--- src/rtl/fifo_64i_32o_prefetch.sv ---
// Show-ahead FIFO that takes 64-bit words and returns them as two 32-bit words, low half first.
// Latency: 1 cycle write-to-read; rd_vld/wr_vld are registered from the next-state level counts.
// Backpressure: wr_vld drops when every entry is allocated; rd_en is ignored while rd_vld is low.
//
// Ports:
//   clk, rst          single rising-edge clock, asynchronous active-high reset
//   wr_en/wr_vld      write handshake; a write happens on wr_en && wr_vld
//   wr_data           64-bit input word, [31:0] emitted first
//   rd_en/rd_vld      read handshake; a pop happens on rd_en && rd_vld
//   rd_data           32-bit show-ahead output, valid while rd_vld=1
//   wr_level          occupied 64-bit entries (0..DEPTH)
//   rd_level          available 32-bit words (0..2*DEPTH)
module fifo_64i_32o_prefetch #(
  parameter int DEPTH_WIDTH   = 3,
  parameter int WR_DATA_WIDTH = 64,
  parameter int RD_DATA_WIDTH = 32
) (
  input  logic                     clk,
  input  logic                     rst,
  input  logic                     wr_en,
  output logic                     wr_vld,
  input  logic [WR_DATA_WIDTH-1:0] wr_data,
  input  logic                     rd_en,
  output logic                     rd_vld,
  output logic [RD_DATA_WIDTH-1:0] rd_data,
  output logic [DEPTH_WIDTH:0]     wr_level,
  output logic [DEPTH_WIDTH+1:0]   rd_level
);

  localparam int DEPTH = 1 << DEPTH_WIDTH;

  localparam logic [DEPTH_WIDTH-1:0] PTR_ONE    = 1;
  localparam logic [DEPTH_WIDTH:0]   WL_ONE     = 1;
  localparam logic [DEPTH_WIDTH:0]   WL_FULL    = DEPTH;
  localparam logic [DEPTH_WIDTH+1:0] RL_ONE     = 1;
  localparam logic [DEPTH_WIDTH+1:0] RL_TWO     = 2;
  localparam logic [DEPTH_WIDTH+1:0] RL_ZERO    = 0;

  logic [WR_DATA_WIDTH-1:0] mem [DEPTH];

  logic [DEPTH_WIDTH-1:0]   wptr;
  logic [DEPTH_WIDTH-1:0]   rptr;
  logic                     hsel;

  logic                     wr_fire;
  logic                     rd_fire;
  logic                     entry_free;
  logic [DEPTH_WIDTH:0]     wr_level_next;
  logic [DEPTH_WIDTH+1:0]   rd_level_next;
  logic [WR_DATA_WIDTH-1:0] head;

  assign wr_fire    = wr_en && wr_vld;
  assign rd_fire    = rd_en && rd_vld;
  // Only popping the high half retires the 64-bit entry.
  assign entry_free = rd_fire && hsel;

  always_comb begin
    wr_level_next = wr_level;
    if (wr_fire && !entry_free) begin
      wr_level_next = wr_level + WL_ONE;
    end else if (!wr_fire && entry_free) begin
      wr_level_next = wr_level - WL_ONE;
    end
  end

  always_comb begin
    rd_level_next = rd_level;
    case ({wr_fire, rd_fire})
      2'b10:   rd_level_next = rd_level + RL_TWO;
      2'b01:   rd_level_next = rd_level - RL_ONE;
      2'b11:   rd_level_next = rd_level + RL_ONE;
      default: rd_level_next = rd_level;
    endcase
  end

  // Storage has no reset; stale contents are unreachable once pointers clear.
  always_ff @(posedge clk) begin
    if (wr_fire) begin
      mem[wptr] <= wr_data;
    end
  end

  always_ff @(posedge clk or posedge rst) begin
    if (rst) begin
      wptr     <= '0;
      rptr     <= '0;
      hsel     <= 1'b0;
      wr_level <= '0;
      rd_level <= '0;
      wr_vld   <= 1'b0;
      rd_vld   <= 1'b0;
    end else begin
      if (wr_fire) begin
        wptr <= wptr + PTR_ONE;
      end
      if (rd_fire) begin
        hsel <= !hsel;
        if (hsel) begin
          rptr <= rptr + PTR_ONE;
        end
      end
      wr_level <= wr_level_next;
      rd_level <= rd_level_next;
      // Flags come from the next-state counts so they are glitch-free
      // registers; a pop that frees the last slot reopens writes one edge later.
      wr_vld   <= (wr_level_next != WL_FULL);
      rd_vld   <= (rd_level_next != RL_ZERO);
    end
  end

  assign head    = mem[rptr];
  assign rd_data = hsel ? head[WR_DATA_WIDTH-1:RD_DATA_WIDTH] : head[RD_DATA_WIDTH-1:0];

endmodule

--- config.mk ---
export PLATFORM = sky130hd
export DESIGN_NAME = fifo_64i_32o_prefetch
export DESIGN_NICKNAME = d
export VERILOG_FILES = /design/src/rtl/fifo_64i_32o_prefetch.sv
export SDC_FILE = /design/constraint.sdc
export NUM_CORES = 1
export LEC_CHECK = 0
export ABC_AREA = 1
export CAP_MARGIN = 20
export CORE_MARGIN = 2
export CORE_UTILIZATION = 30
export CTS_CLUSTER_SIZE = 14
export DETAILED_ROUTE_END_ITERATION = 12
export PLACE_DENSITY = 0.48
export SYNTH_ARGS = -nofsm -noshare
export SYNTH_HDL_FRONTEND = slang
export SYNTH_SLANG_ARGS = --single-unit
--- constraint.sdc ---
create_clock -name clk -period 3.68 [get_ports clk]
set_clock_uncertainty 0.15 [all_clocks]
set_input_delay 0.552 -clock clk [delete_from_list [all_inputs] [get_ports clk]]
set_output_delay 0.552 -clock clk [all_outputs]
set_load 0.01 [all_outputs]
; Word level (Yosys, flattened, before mapping)
; Memory sizes are Yosys's and may differ from the RTL's.
; Index checks and enable logic that the tools add are counted.
[word_totals]
register_bits = 18
ram_bits = 512
out_inout_bits = 43
word_cells = 35
memories = 1
[mem_list]
columns = name, words, word_bits, read_ports, rd_clocked_by_memory_dff, write_ports, line
row1 = mem, 8, 64, 1, 0, 1, 39  ; logic [WR_DATA_WIDTH-1:0] mem [DEPTH];
[op_classes]
add_sub_neg = 7
eq_ne = 4
mux = 6
n_reduce_logical = 10
[op_table]
columns = op, count
row1 = 2-to-1 mux 32 bit, 1
row2 = case mux 5 bit (3 select lines), 1
row3 = 2-to-1 mux 4 bit, 2
row4 = adder 3 x 1 -> 3 bit (second input constant), 2
row5 = adder 5 x 1 -> 5 bit (second input constant), 1
row6 = adder 5 x 2 -> 5 bit (second input constant), 1
row7 = logical AND 1 bit, 5
row8 = nonzero test 5 bit, 1
row9 = subtractor 5 x 1 -> 5 bit (second input constant), 1
row10 = adder 4 x 1 -> 4 bit (second input constant), 1
row11 = == test 2 bit (second input constant), 2
row12 = != test 4 bit (second input constant), 1
row13 = subtractor 4 x 1 -> 4 bit (second input constant), 1
row14 = logical NOT 1 bit, 3
row15 = == test 2 x 1 -> 1 bit (second input constant), 1
row16 = 2-to-1 mux 1 bit, 2
row17 = AND reduction 2 bit, 1

; Depth between registers and ports, before layout
[logic_depth]
depth_word = 6
ltp_mapped = 14
depth_no_buf = 13

; Worst setup path before layout
; OpenSTA, ideal clock, no wires.
[synth_path]
path_type = input port to flip-flop
startpoint = input wr_en
endpoint = memory mem[0][0], enable pin
setup_ps = 486
arrival_time_ps = 3632
required_ps = 3044
slack_ps = -589
cell_stages = 3
path_buffers = 0
path_cell_list = nand2_2 or2_2 nor2_1
[synth_via]
elab_chain_cells = 3
[synth_lines]
columns = item, line
row1 = "start, declared", 20  ; input logic wr_en,
row2 = logical AND 1 bit, 52  ; assign wr_fire = wr_en && wr_vld;
row3 = 2-to-1 mux 1 bit, 78  ; if (wr_fire) begin
row4 = 2-to-1 mux 1 bit (not written as such), 79  ; mem[wptr] <= wr_data;
row5 = "end, declared", 39
; No other way between the ends.

; Final worst setup path
[layout_path]
startpoint = register rptr[0]
endpoint = output rd_data[16]
[layout_via]
elab_chain_cells = 2
[layout_lines]
columns = item, line
row1 = "start, declared", 42  ; logic [DEPTH_WIDTH-1:0] rptr;
row2 = "start signal, assigned", 99  ; rptr <= rptr + PTR_ONE;
row3 = memory (8 x 64 bit), --
row4 = 2-to-1 mux 32 bit, 112  ; assign rd_data = hsel ? head[WR_DATA_WIDTH-1:RD_DATA_WIDTH] : head[RD_DATA_WIDTH-1:0];
row5 = "end, declared", 25  ; output logic [RD_DATA_WIDTH-1:0] rd_data,
; No other way between the ends.

==> out/metrics.yaml <==
hold_viol: 0
grt-busiest-layer: "met2"
syn-num-nets: 1853
met2_usage_pct: 24.5
r2r_slack_ns: 1.32
grt_use_total_pct: 14.9
grt_pass1_wl_um: 83800
grt_max_degree: 93
run_status: "completed"
fmax_mhz: 283
cp_max_fo: 55
viasPerCell: 4.67
clk-insertion-delay-late_ns: 0.61
arrival_ns: 2.83
final_nets: 1958
cts_tree: "built"
max_stage_delay_ns: 0.62
htree_num_levels: 2
grt.met1_usage_pct: 20.1
internal_power_mw: 13.4
syn_inst: 1776
drv_slew: 0
hpwl_um: 32700
die-area_um2: 75800
drc_errors: 0
drtIter0Drc: 1038
antenna_found_initial: 9
n_antenna_cell: 0
initial_core_util_pct: 30.3
area_growth_syn_to_layout_pct: 17.9
yosysSeqAreaShare_pct: 71.7
worstPathCellList: "buf_12, a21oi_1, o21ai_0, nand3_1, nand3_1, nand2_1, clkdlybuf4s50_1"
drt-wirelength-per-cell_um: 19.7
synth_ff_type: "edfxtp_1"
reg2reg_to: "mem[3][21]$_DFFE_PP_"
gp_congestion: 0.756
pwr-share-comb_pct: 36.9
fin_crit_ns: 3.53
holdWs_ns: 0.250
crit_path_start_kind: "flop"
first_pass_iters: 5
cp-end-kind: "output pin"
layout_setup_ws_ns: 0.151
seqCellArea_um2: 15800
fin_crit_sh_pct: 95.9
rsz0062_at_grt: "false"
cp.required_ns: 2.98
die_y_um: 275
r2r_cells: 5
first_global_vias: 12900
core_um2: 73000
vias: 13400
worst_pin_slew_ns: 0.832
wl_um: 56700
grtUsageMet3_pct: 2.89
postRouteAntennaNets: 0
port_buffers: 110
finalSetupViolations: 0
switching_share_pct: 36.5
ir_drop_v: 0.000398
crit_slowest_cell: "clkdlybuf4s50_1"
fin_area_um2: 26000
layout-drive-gt1-share_pct: 7.24
switchingPower_mw: 7.72
hp-class: "input pin to asynchronous set/reset pin"
crit_path_frequent_cell: "nand3_1"
synth_edf_count: 512
cts_buffers: 57
cts_sinks: 530
finalPower_mw: 21.2
relSlewSlack_pct: 44.5
synth-seq-cells: 530
multiInputGateArea_um2: 4490
clk_path_buf_depth: 3
power.leakage_nw: 9.46
r2r-start: "wr_vld$_DFF_PP0_"
die_w_um: 275
async_flop_share_pct: 3.40
power.density_nw_per_um2: 813
synth_cell_types: 29
place_area_um2: 24300
pin_count: 111
path_clk_slew_ns: 0.06
seq_power_share_pct: 37.7
pwr-share-clk_pct: 25.4
drv_cap: 0
fillers: 7052
postSynthAreaPerCell_um2: 12.4
syn-cell-area_um2: 22100
tns_ns: 0
root_buffer: "clkbuf_16"
row_count: 99
pre_cts_ws_ns: 0.595
yosysWarnings: 0
critPathKind: "flop to output pin"
overflow: 0
logic make-up (layout without fill, tap and decap cells):
logic type               after synthesis  count (layout)  synth area share, %
flip-flops                           530             530                 71.7
XOR/XNOR                               4               4                0.159
AND/OR/NAND/NOR                      448             448                 8.90
adder cells (fa/ha/maj)                9               9                0.544
AO/OA/AOI/OAI                        393             393                 10.4
buffers and inverters                392             537                 8.31
layer usage:
layer | part of all wire, % | vias to the layer above
met5 | 0.071 | -
met4 | 2.2 | 6
met3 | 5.6 | 95
met2 | 47 | 291
met1 | 45 | 6572
li1 | - | 6477
per-stage QoR:
stage / instances / util [%]
finish: 2880 / 35.7
global route: 2880 / 35.7
CTS: 2877 / 35.6
detailed placement: 2777 / 33.3
global placement: 2777 / 33.3
floorplan: 1776 / -
cell usage in the layout, fill, tap and decap left out, drive strengths merged, types with 2 or more instances in the layout:
| cell type | count |
|---|---|
| nand3 | 209 |
| bufinv | 2 |
| edfxtp | 512 |
| dfrtp | 18 |
| clkinvlp | 2 |
| clkbuf | 77 |
| a21oi | 130 |
| clkdlybuf4s50 | 110 |
| nor2 | 24 |
| nand2 | 211 |
| clkinv | 16 |
| o211ai | 129 |
| buf | 44 |
| inv | 286 |
| xor2 | 3 |
| ha | 8 |
| or2 | 2 |
| o21ai | 133 |
critical path, delay by kind of cell, from the launching register on:
family                 cells  cell delay (ns)
AO/OA/AOI/OAI              2             0.27
flip-flops                 1             0.58
AND/OR/NAND/NOR            3             0.49
buffers and inverters      2             0.84
final cells by class:
cell class	count	share of cell area (%)
multi-input cells	854	17.2
clock inverters	22	0.721
clock buffers	77	5.88
inverters	284	4.10
well taps	959	4.61
repair buffers	154	6.61
flip-flops and latches	530	60.8
cell usage after synthesis, types with 5 or more instances:
library cell    n  area [µm²]
nand3_1       208        1040
a21oi_1       127         636
buf_2          30         150
inv_1         284        1070
o211ai_1      129         968
buf_1           5        18.8
o21ai_0        46         230
clkbuf_1       26        97.6
o21ai_1        87         435
nor2_1         23        86.3
nand2_1       209         785
edfxtp_1      512       15400
dfrtp_1        18         450
buf_6          38         428
ha_1            8         100
power groups by stage:
stage / Clock [mW] / Sequential (mW) / Combinational, mW
final: 5.38 / 7.98 / 7.81
after global routing: 5.73 / 8.06 / 8.67
after CTS: 5.52 / 8.01 / 7.91
after detailed placement: 0 / 8.15 / 7.84
after global placement: 0 / 8.13 / 7.78
after floorplan: 0 / 8.08 / 4.92
flip-flops by register name, indices dropped and copies added, names as in the netlist:
register  cells
mem         512
rd_level      5
wr_level      4
rptr          3
wptr          3
hsel          1
rd_vld        1
wr_vld        1
worst max-delay path by stage:
stage                        startpoint                  end  slack, ns
global placement    rptr[1]$_DFFE_PP0P_          rd_data[15]       0.60
detailed placement  rptr[1]$_DFFE_PP0P_          rd_data[15]       0.59
finish              rptr[0]$_DFFE_PP0P_          rd_data[16]       0.15
CTS                 rptr[1]$_DFFE_PP0P_          rd_data[15]       0.06
global route        rptr[0]$_DFFE_PP0P_           rd_data[4]       0.01
floorplan                         wr_en  mem[0][0]$_DFFE_PP_      -0.59
repair_timing:
item                                    CTS  global route
gates cloned                              0             0
buffers inserted                          1             3
hold buffers                              0             0
endpoints found under the hold margin     0             0
endpoints found under the setup margin   10            12
gates resized for setup                   0             3
No activity file was read; power rests on OpenSTA's default activity.
